===== config.mk =====
export PLATFORM = sky130hd
export DESIGN_NAME = membus_arbiter_flat
export DESIGN_NICKNAME = d
export VERILOG_FILES = /design/src/rtl/membus_arbiter_if.sv /design/src/rtl/membus_arbiter.sv /design/src/flat_wrapper.sv
export SDC_FILE = /design/constraint.sdc
export NUM_CORES = 1
export LEC_CHECK = 0
export ABC_AREA = 1
export CELL_PAD_IN_SITES_DETAIL_PLACEMENT = 2
export CELL_PAD_IN_SITES_GLOBAL_PLACEMENT = 2
export CORE_UTILIZATION = 10
export DETAILED_ROUTE_END_ITERATION = 8
export PLACE_DENSITY_LB_ADDON = 0.2
export SETUP_SLACK_MARGIN = 0.5
export SLEW_MARGIN = 25
export SYNTH_ARGS = -nofsm -noshare
export SYNTH_HDL_FRONTEND = slang
export SYNTH_SLANG_ARGS = --single-unit
export TNS_END_PERCENT = 20

===== constraint.sdc =====
create_clock -name clk -period 2.49 [get_ports clk]
set_clock_uncertainty 0.1 [all_clocks]
set_input_delay 0.498 -clock clk [delete_from_list [all_inputs] [get_ports clk]]
set_output_delay 0.498 -clock clk [all_outputs]
set_load 0.02 [all_outputs]

===== src/rtl/membus_arbiter_if.sv =====
// Memory-bus arbiter port bundle: host register-bus port, two layer read ports,
// shared RAM/ROM bus. master = requesters plus memories, slave = the arbiter.
interface membus_arbiter_if #(
  parameter int ADDR_WIDTH = 18
);
  logic [ADDR_WIDTH-1:0] host_addr;
  logic [7:0]            host_wrdata;
  logic                  host_write;
  logic                  host_strobe;
  logic                  host_ack;
  logic [7:0]            host_rddata;

  logic [ADDR_WIDTH-1:0] l1_addr;
  logic [ADDR_WIDTH-1:0] l2_addr;
  logic                  l1_strobe;
  logic                  l2_strobe;
  logic                  l1_ack;
  logic                  l2_ack;
  logic [31:0]           l_rddata;

  logic [ADDR_WIDTH-1:0] mem_addr;
  logic [31:0]           mem_wrdata;
  logic [3:0]            mem_bytesel;
  logic                  mem_write;
  logic                  mem_strobe;
  logic [31:0]           ram_rddata;
  logic [31:0]           rom_rddata;

  modport master (
    output host_addr, host_wrdata, host_write, host_strobe,
    output l1_addr, l2_addr, l1_strobe, l2_strobe,
    output ram_rddata, rom_rddata,
    input  host_ack, host_rddata, l1_ack, l2_ack, l_rddata,
    input  mem_addr, mem_wrdata, mem_bytesel, mem_write, mem_strobe
  );

  modport slave (
    input  host_addr, host_wrdata, host_write, host_strobe,
    input  l1_addr, l2_addr, l1_strobe, l2_strobe,
    input  ram_rddata, rom_rddata,
    output host_ack, host_rddata, l1_ack, l2_ack, l_rddata,
    output mem_addr, mem_wrdata, mem_bytesel, mem_write, mem_strobe
  );
endinterface


===== src/rtl/membus_arbiter.sv =====
// VRAM memory-bus arbiter: host beats layers, one grant per cycle, ack + data one cycle later.
// MEMBUS_ROUND_ROBIN_EN: layers alternate on contention; otherwise fixed L1 > L2.
module membus_arbiter #(
  parameter int         ADDR_WIDTH = 18,
  parameter logic [5:0] ROM_BASE   = 6'b10_0000
) (
  input logic             clk,
  input logic             rst,
  membus_arbiter_if.slave bus
);
  typedef enum logic [1:0] {OWN_NONE, OWN_HOST, OWN_L1, OWN_L2} owner_t;

  owner_t                grant;
  owner_t                owner_r;
  logic [ADDR_WIDTH-1:0] gnt_addr;
  logic                  ram_sel;
  logic                  rom_sel;
  logic                  ram_sel_r;
  logic                  rom_sel_r;
  logic [1:0]            lane_r;
  logic [31:0]           rd_word;
  logic                  l2_first;

`ifdef MEMBUS_ROUND_ROBIN_EN
  logic last_l2_r;

  // Pointer remembers the last layer served; host grants leave it alone.
  always_ff @(posedge clk) begin
    if (rst) begin
      last_l2_r <= 1'b1;
    end else if (grant == OWN_L1) begin
      last_l2_r <= 1'b0;
    end else if (grant == OWN_L2) begin
      last_l2_r <= 1'b1;
    end
  end

  assign l2_first = !last_l2_r;
`else
  assign l2_first = 1'b0;
`endif

  always_comb begin
    grant    = OWN_NONE;
    gnt_addr = '0;
    if (rst) begin
      grant = OWN_NONE;
    end else if (bus.host_strobe) begin
      grant = OWN_HOST;
    end else if (bus.l1_strobe && bus.l2_strobe) begin
      grant = l2_first ? OWN_L2 : OWN_L1;
    end else if (bus.l1_strobe) begin
      grant = OWN_L1;
    end else if (bus.l2_strobe) begin
      grant = OWN_L2;
    end

    case (grant)
      OWN_HOST: gnt_addr = bus.host_addr;
      OWN_L1:   gnt_addr = bus.l1_addr;
      OWN_L2:   gnt_addr = bus.l2_addr;
      default:  gnt_addr = '0;
    endcase
  end

  assign ram_sel = !gnt_addr[ADDR_WIDTH-1];
  assign rom_sel = (gnt_addr[ADDR_WIDTH-1 -: 6] == ROM_BASE);

  assign bus.mem_addr    = gnt_addr;
  assign bus.mem_strobe  = (grant != OWN_NONE);
  assign bus.mem_write   = (grant == OWN_HOST) && bus.host_write;
  assign bus.mem_wrdata  = rst ? 32'd0 : {4{bus.host_wrdata}};
  assign bus.mem_bytesel = rst ? 4'd0 : (4'b0001 << gnt_addr[1:0]);

  always_ff @(posedge clk) begin
    if (rst) begin
      owner_r   <= OWN_NONE;
      ram_sel_r <= 1'b0;
      rom_sel_r <= 1'b0;
      lane_r    <= 2'd0;
    end else begin
      owner_r   <= grant;
      ram_sel_r <= ram_sel && (grant != OWN_NONE);
      rom_sel_r <= rom_sel && (grant != OWN_NONE);
      if (grant == OWN_HOST) begin
        lane_r <= bus.host_addr[1:0];
      end
    end
  end

  // Reset masks the response path so an access granted just before reset is never acked.
  always_comb begin
    rd_word = 32'd0;
    if (!rst) begin
      if (ram_sel_r) begin
        rd_word = bus.ram_rddata;
      end else if (rom_sel_r) begin
        rd_word = bus.rom_rddata;
      end
    end
  end

  assign bus.l_rddata    = rd_word;
  assign bus.host_rddata = rd_word[{lane_r, 3'b000} +: 8];
  assign bus.host_ack    = (owner_r == OWN_HOST) && !rst;
  assign bus.l1_ack      = (owner_r == OWN_L1) && !rst;
  assign bus.l2_ack      = (owner_r == OWN_L2) && !rst;
endmodule


===== src/flat_wrapper.sv =====
// flat-port wrapper written by rule: the top's interface ports become plain ports
module membus_arbiter_flat 
#(
  parameter int         ADDR_WIDTH = 18,
  parameter logic [5:0] ROM_BASE   = 6'b10_0000
)
  (clk, rst, bus_host_addr, bus_host_wrdata, bus_host_write, bus_host_strobe, bus_l1_addr, bus_l2_addr, bus_l1_strobe, bus_l2_strobe, bus_ram_rddata, bus_rom_rddata, bus_host_ack, bus_host_rddata, bus_l1_ack, bus_l2_ack, bus_l_rddata, bus_mem_addr, bus_mem_wrdata, bus_mem_bytesel, bus_mem_write, bus_mem_strobe);
  membus_arbiter_if #(.ADDR_WIDTH(ADDR_WIDTH)) bus_i ();
  input logic clk;
  input logic rst;
  input wire logic [$bits(bus_i.host_addr)-1:0] bus_host_addr;
  input wire logic [$bits(bus_i.host_wrdata)-1:0] bus_host_wrdata;
  input wire logic [$bits(bus_i.host_write)-1:0] bus_host_write;
  input wire logic [$bits(bus_i.host_strobe)-1:0] bus_host_strobe;
  input wire logic [$bits(bus_i.l1_addr)-1:0] bus_l1_addr;
  input wire logic [$bits(bus_i.l2_addr)-1:0] bus_l2_addr;
  input wire logic [$bits(bus_i.l1_strobe)-1:0] bus_l1_strobe;
  input wire logic [$bits(bus_i.l2_strobe)-1:0] bus_l2_strobe;
  input wire logic [$bits(bus_i.ram_rddata)-1:0] bus_ram_rddata;
  input wire logic [$bits(bus_i.rom_rddata)-1:0] bus_rom_rddata;
  output wire logic [$bits(bus_i.host_ack)-1:0] bus_host_ack;
  output wire logic [$bits(bus_i.host_rddata)-1:0] bus_host_rddata;
  output wire logic [$bits(bus_i.l1_ack)-1:0] bus_l1_ack;
  output wire logic [$bits(bus_i.l2_ack)-1:0] bus_l2_ack;
  output wire logic [$bits(bus_i.l_rddata)-1:0] bus_l_rddata;
  output wire logic [$bits(bus_i.mem_addr)-1:0] bus_mem_addr;
  output wire logic [$bits(bus_i.mem_wrdata)-1:0] bus_mem_wrdata;
  output wire logic [$bits(bus_i.mem_bytesel)-1:0] bus_mem_bytesel;
  output wire logic [$bits(bus_i.mem_write)-1:0] bus_mem_write;
  output wire logic [$bits(bus_i.mem_strobe)-1:0] bus_mem_strobe;
  assign bus_i.host_addr = bus_host_addr;
  assign bus_i.host_wrdata = bus_host_wrdata;
  assign bus_i.host_write = bus_host_write;
  assign bus_i.host_strobe = bus_host_strobe;
  assign bus_i.l1_addr = bus_l1_addr;
  assign bus_i.l2_addr = bus_l2_addr;
  assign bus_i.l1_strobe = bus_l1_strobe;
  assign bus_i.l2_strobe = bus_l2_strobe;
  assign bus_i.ram_rddata = bus_ram_rddata;
  assign bus_i.rom_rddata = bus_rom_rddata;
  assign bus_host_ack = bus_i.host_ack;
  assign bus_host_rddata = bus_i.host_rddata;
  assign bus_l1_ack = bus_i.l1_ack;
  assign bus_l2_ack = bus_i.l2_ack;
  assign bus_l_rddata = bus_i.l_rddata;
  assign bus_mem_addr = bus_i.mem_addr;
  assign bus_mem_wrdata = bus_i.mem_wrdata;
  assign bus_mem_bytesel = bus_i.mem_bytesel;
  assign bus_mem_write = bus_i.mem_write;
  assign bus_mem_strobe = bus_i.mem_strobe;
  membus_arbiter #(.ADDR_WIDTH(ADDR_WIDTH), .ROM_BASE(ROM_BASE)) u_core (.clk(clk), .rst(rst), .bus(bus_i));
endmodule

==> flow_summary.ini, run 1 <==
[timing]
maxSlewViolCount = 0
period_minus_slack_ns = 2.23
finalHoldViolCount = 0
max_freq_mhz = 449
period_share = 0.895
slew-limit-headroom = 0.753
finalSetupViolations = 0
rsz0062_at_grt = true
setup_ws_ns = 0.262
worst_slew_pin_slew_ns = 0.371

[synth]
yosysSeqAreaShare = 0.0675
syn_area_mm2 = 0.00178
synth_nets = 485
yosys.area.top_type = nand2_1
yosysUniqueCellTypes = 25
ys_ff_latch = 6
synth_warnings = 0
yosysMostFrequentCell = nand2_1
synth_edf_count = 0
yosys-top-cells-count = nand2_1, nor2_1, buf_4, inv_1
synthArstFlopShare = 0
ys_top_cells_by_area = nand2_1, buf_4, dfxtp_1, nor2_1, a21oi_2
postSynthCellCount = 353
yosys_most_used_dff = dfxtp_1
synth.top_cell.area_share = 0.327
avgSynthCellArea_um2 = 5.04

[global_routing]
track_usage = 0.139
grt_max_degree = 37
grt_overflow = 0
grt_pass1_vias = 3533
antenna_found_initial = 2
grt_pass1_wl_mm = 19.7

[routing]
vias = 3257
first_pass_iters = 4
drt-total-wl_mm = 13.1
via_per_inst = 3.90
drt_iter0_drc = 46
route.detailed.drc = 0
route.detailed.wl_per_inst_um = 15.6
ant_nets = 0

[pwr]
p_leak_nw = 2.44
p_per_area_mw_per_mm2 = 259
power_mw = 1.30
peakVddDrop_mv = 0.159

[floorplanning]
die_w_um = 135
row_count = 48
die-area_mm2 = 0.0183
ios = 231
core-area_mm2 = 0.0174
fp.dieH_um = 135
start_util = 0.103

[worst_setup_path]
crit_path_start_kind = input pin
critPathSlowestCell = clkdlybuf4s50_1
crit_fanout = 2
required_ns = 1.89
slowest_delay_ns = 0.47
crit_type = input pin to output port
cp-end-kind = output port
arrival_ns = 1.63
crit_chain = clkdlybuf4s50_1, nand2_1, a21oi_2, buf_4, clkdlybuf4s15_1

[outcome]
status = finished clean

[hold_path]
hp-class = register to register

[layout]
area_growth_pct = 181
final_layout_size_suffix_gt1_frac = 0.388
n_fill_cell = 2055
final_core_util = 0.288
final_cells = 835
layout.nets = 743

[clock_network]
clock_sinks = 6
cts_root_buf = clkbuf_16
cts_buffers = 3
cts_tree = done
clock_latency_ns = 0.23
htreeDepth = 1
cts_buffer_depth = 2
clk_pin_slew_ns = 0.03

[run]
cap_violations = 0

[place]
io_buffers = 230
dp_slack_ns = -0.542
place_inst = 820
place_congestion = 0.734
dpl.hpwl_mm = 10.7
-- layout by cell type, fill, tap and decap left out --
cell type	instances
a21oi_2	31
a21oi_4	2
buf_12	3
buf_2	2
buf_4	59
buf_6	38
buf_8	3
clkbuf_16	4
clkbuf_2	5
clkdlybuf4s15_1	8
clkdlybuf4s15_2	7
clkdlybuf4s50_1	108
clkinv_1	1
clkinv_2	1
dfxtp_1	4
dfxtp_2	2
diode_2	1
dlygate4sd2_1	50
dlymetal6s2s_1	12
inv_1	19
inv_2	9
inv_4	2
inv_6	1
nand2_1	128
nand2_2	28
nand2_4	3
nand3_1	10
nand3_2	11
nand4_1	2
nor2_1	17
nor2_2	10
nor2_4	7
nor2_8	1
nor3_1	3
o21ai_0	4
o21ai_1	5
o21ai_2	7
o22ai_1	2
-- worst max-delay path, delay by kind of cell --
kind / cells / cell delay [ns]
simple gates: 1 / 0.07
buf+inv: 3 / 0.88
compound gates: 1 / 0.17
-- state kept, by name, indices dropped and copies added, names as in the netlist --
register          cells
u_core.rom_sel_r      1
u_core.lane_r         2
u_core.ram_sel_r      1
u_core.owner_r        2
-- where the power goes --
part | switching (mW) | internal [mW]
Clock | 0.0586 | 0.206
Sequential | 0.00965 | 0.104
Combinational | 0.448 | 0.469
Total | 0.517 | 0.779
-- path summary, 6_finish.rpt --
check,startpoint,endpoint,slack [ns],cells past startpoint
worst max register to register,u_core.lane_r[1],u_core.lane_r[1],1.27,2
worst min register to register,u_core.lane_r[0],u_core.lane_r[0],0.40,2
worst min-delay path,u_core.lane_r[0],u_core.lane_r[0],0.40,2
worst max-delay path,bus_ram_rddata[13],bus_l_rddata[13],0.26,5
-- layout make-up --
| type | count | area (um^2) | share of cell area |
|---|---|---|---|
| diodes | 1 | 2.50 | 0.000500 |
| clock buffers | 3 | 75.1 | 0.0150 |
| well taps | 225 | 282 | 0.0562 |
| multi-input cells | 271 | 1530 | 0.305 |
| inverters | 33 | 135 | 0.0270 |
| flip-flops and latches | 6 | 123 | 0.0245 |
| repair buffers | 296 | 2860 | 0.572 |
-- timing repair --
item | in CTS | in global routing
hold buffers | 0 | 0
setup endpoints to repair | 100 | 98
resized for setup | 356 | 60
buffers inserted | 9 | 0
cloned | 1 | 1
pin swaps | 31 | 22
-- metrics by stage --
stage / TNS (ns) / cell area [um^2] / hold slack (ns)
floorplan: 0 / 1910 / 0.513
global placement: -12.59 / 4620 / 0.379
detailed placement: -13.73 / 4620 / 0.412
CTS: 0 / 4930 / 0.414
global route: 0 / 5010 / 0.440
finish: 0 / 5010 / 0.403
-- kinds of logic after synthesis --
kind of cell	Yosys count	synth area share
simple gates	220	0.513
flops	6	0.0675
buf+inv	76	0.243
compound gates	51	0.177
-- routing by layer --
metal	part of all wire	routed length [um]	track usage
met1	0.40	5190	0.159
met2	0.52	6830	0.260
met3	0.064	830	0.0247
met4	0.014	189	0.0400
met5	0.0013	17	0
Note: power is estimated with default switching activity, not from simulation.
==> run 2, diff against run 1 <==
Settings changed: CAP_MARGIN from default to 20.
==> results of run 2 <==
The final DEF is identical to that of run 1; final timing and power are the same.
==> run 3, diff against run 2 <==
Settings changed: ABC_AREA 1 to default, CORE_UTILIZATION 10 to 11, SLEW_MARGIN 25 to 20, TNS_END_PERCENT 20 to default.
==> flow_summary.ini, run 3 <==
[outcome]
status = finished clean

[routing]
route.detailed.drc = 0
vias = 2940
drt-total-wl_mm = 12.6
route.detailed.wl_per_inst_um = 17.8
via_per_inst = 4.16
ant_nets = 0
drt_iter0_drc = 53
first_pass_iters = 4

[synth]
yosysUniqueCellTypes = 38
yosys.area.top_type = a22oi_1
synthAdderAreaFrac = 0
synth_top_family_by_area = simple AND/OR/NAND/NOR gates
yosysSeqAreaShare = 0.0712
syn_area_mm2 = 0.00169
synth_mux_area_frac = 0.119
yosys-top-cells-count = nor2_1, a22oi_1, buf_4
synth.top_cell.area_share = 0.178
postSynthCellCount = 230
yosys.area_share.xor_xnor = 0
synth_warnings = 0
synth-simple-area-share = 0.312
ys_top_cells_by_area = a22oi_1, buf_4, mux4_2, nor2_1, dfxtp_1
ys_ff_latch = 6
synth_edf_count = 0
yosys_most_used_dff = dfxtp_1
yosysMostFrequentCell = nor2_1
synth_compound_area_frac = 0.277
synth_nets = 362
synthArstFlopShare = 0
avgSynthCellArea_um2 = 7.33

[floorplanning]
die_w_um = 126
fp.dieH_um = 126
die-area_mm2 = 0.0158
row_count = 44
start_util = 0.114
core-area_mm2 = 0.0148
ios = 231

[global_routing]
grt_max_degree = 32
antenna_found_initial = 1
grt_pass1_wl_mm = 18.1
track_usage = 0.147
grt_pass1_vias = 3251
grt_overflow = 0

[clock_network]
clock_latency_ns = 0.23
clk_pin_slew_ns = 0.03
clock_sinks = 6
cts.hold.buffers_added = 0
cts_buffer_depth = 2
cts_buffers = 3
cts_tree = done
cts_root_buf = clkbuf_16
htreeDepth = 1

[layout]
diodes = 0
final_cells = 707
layout_common_cells = dlygate4sd2_1, buf_4, buf_6
n_fill_cell = 1630
final_layout_size_suffix_gt1_frac = 0.658
area_growth_pct = 221
layout.nets = 657
top_regs = u_core.lane_r: 2 flops, u_core.owner_r: 2 flops
final_core_util = 0.367

[timing]
finalSetupViolations = 0
slew-limit-headroom = 0.675
period_share = 0.949
period_minus_slack_ns = 2.36
finalHoldViolCount = 0
worst_slew_pin_slew_ns = 0.487
tns_ns = 0
setup_ws_ns = 0.128
max_freq_mhz = 423
maxSlewViolCount = 0
rsz0062_at_grt = true

[run]
cap_violations = 0

[worst_setup_path]
arrival_ns = 1.76
crit_fanout = 4
slowest_delay_ns = 0.38
crit_type = input pin to output port
required_ns = 1.89
path_common_cell = buf_6
cp-end-kind = output port
critPathSlowestCell = a222oi_1
crit_path_start_kind = input pin
crit_chain = buf_8, buf_6, nor4b_4, buf_4, buf_6, a222oi_1, inv_1, buf_6

[place]
dp_slack_ns = -0.730
place_inst = 662
io_buffers = 230
dpl.hpwl_mm = 9.67
place_congestion = 0.739

[pwr]
power_mw = 1.30
p_leak_nw = 2.41
p_per_area_mw_per_mm2 = 239
peakVddDrop_mv = 0.135

[hold_path]
hp-class = register to register
-- run 3: changes by cell type after synthesis, sizes merged, moves of 7 or more --
cell / delta
nor2: +7
inv: -27
nor2b: +13
a21oi: -27
nand2: -137
a22oi: +42
mux4: +8
nand3: -20
o21ai: -12
-- run 3: layer usage --
metal / track usage / vias to the layer above / wire (um)
met1: 0.169 / 1377 / 5030
met4: 0.0149 / 2 / 72
met3: 0.0344 / 9 / 890
met5: 0 / - / 11
met2: 0.281 / 149 / 6570
li1: - / 1403 / -
-- run 3: timing repair --
| item | in CTS | in global routing |
|---|---|---|
| gates cloned | 0 | 3 |
| pin swaps | 97 | 25 |
| setup buffers | 30 | 9 |
| gates resized for setup | 589 | 73 |
| setup endpoints to repair | 101 | 83 |
-- run 3: cell families after synthesis --
group | Yosys count
compound gates | 62
buf+inv | 51
flops | 6
simple gates | 101
mux | 10
-- run 3: final timing paths --
check | startpoint | endpoint | slack, ns | cells after the start
setup reg to reg | u_core.lane_r[1] | u_core.lane_r[1] | 1.47 | 3
hold reg to reg | u_core.lane_r[0] | u_core.lane_r[0] | 0.46 | 2
setup / recovery | bus_host_strobe | bus_mem_addr[17] | 0.13 | 8
hold / removal | u_core.lane_r[0] | u_core.lane_r[0] | 0.46 | 2
-- run 3: critical path: cells and delay by family --
kind | cells | cell delay (ns)
AOI/OAI and AO/OA | 1 | 0.38
buffers and inverters | 6 | 0.82
and+or+nand+nor | 1 | 0.04
-- run 3: final cells by class --
| class | count | area, um^2 | share of cell area |
|---|---|---|---|
| Sequential cell | 6 | 125 | 0.0231 |
| Timing Repair Buffer | 337 | 3220 | 0.595 |
| Multi-Input combinational cell | 173 | 1750 | 0.322 |
| Tap cell | 184 | 230 | 0.0425 |
| Clock buffer | 3 | 75.1 | 0.0139 |
| Inverter | 4 | 15.0 | 0.00277 |
-- run 3: where the power goes --
group	total (mW)	switching, mW	internal, mW
combinational	0.923	0.410	0.513
sequential	0.111	0.00853	0.102
clock	0.262	0.0560	0.206
-- run 3: stage by stage --
| stage | hold slack [ns] | cell area, um^2 |
|---|---|---|
| 6_report | 0.462 | 5410 |
| 5_1_grt | 0.531 | 5410 |
| 4_1_cts | 0.469 | 5160 |
| 3_5_place_dp | 0.463 | 4800 |
| 3_3_place_gp | 0.448 | 4800 |
| 2_1_floorplan | 0.545 | 2080 |
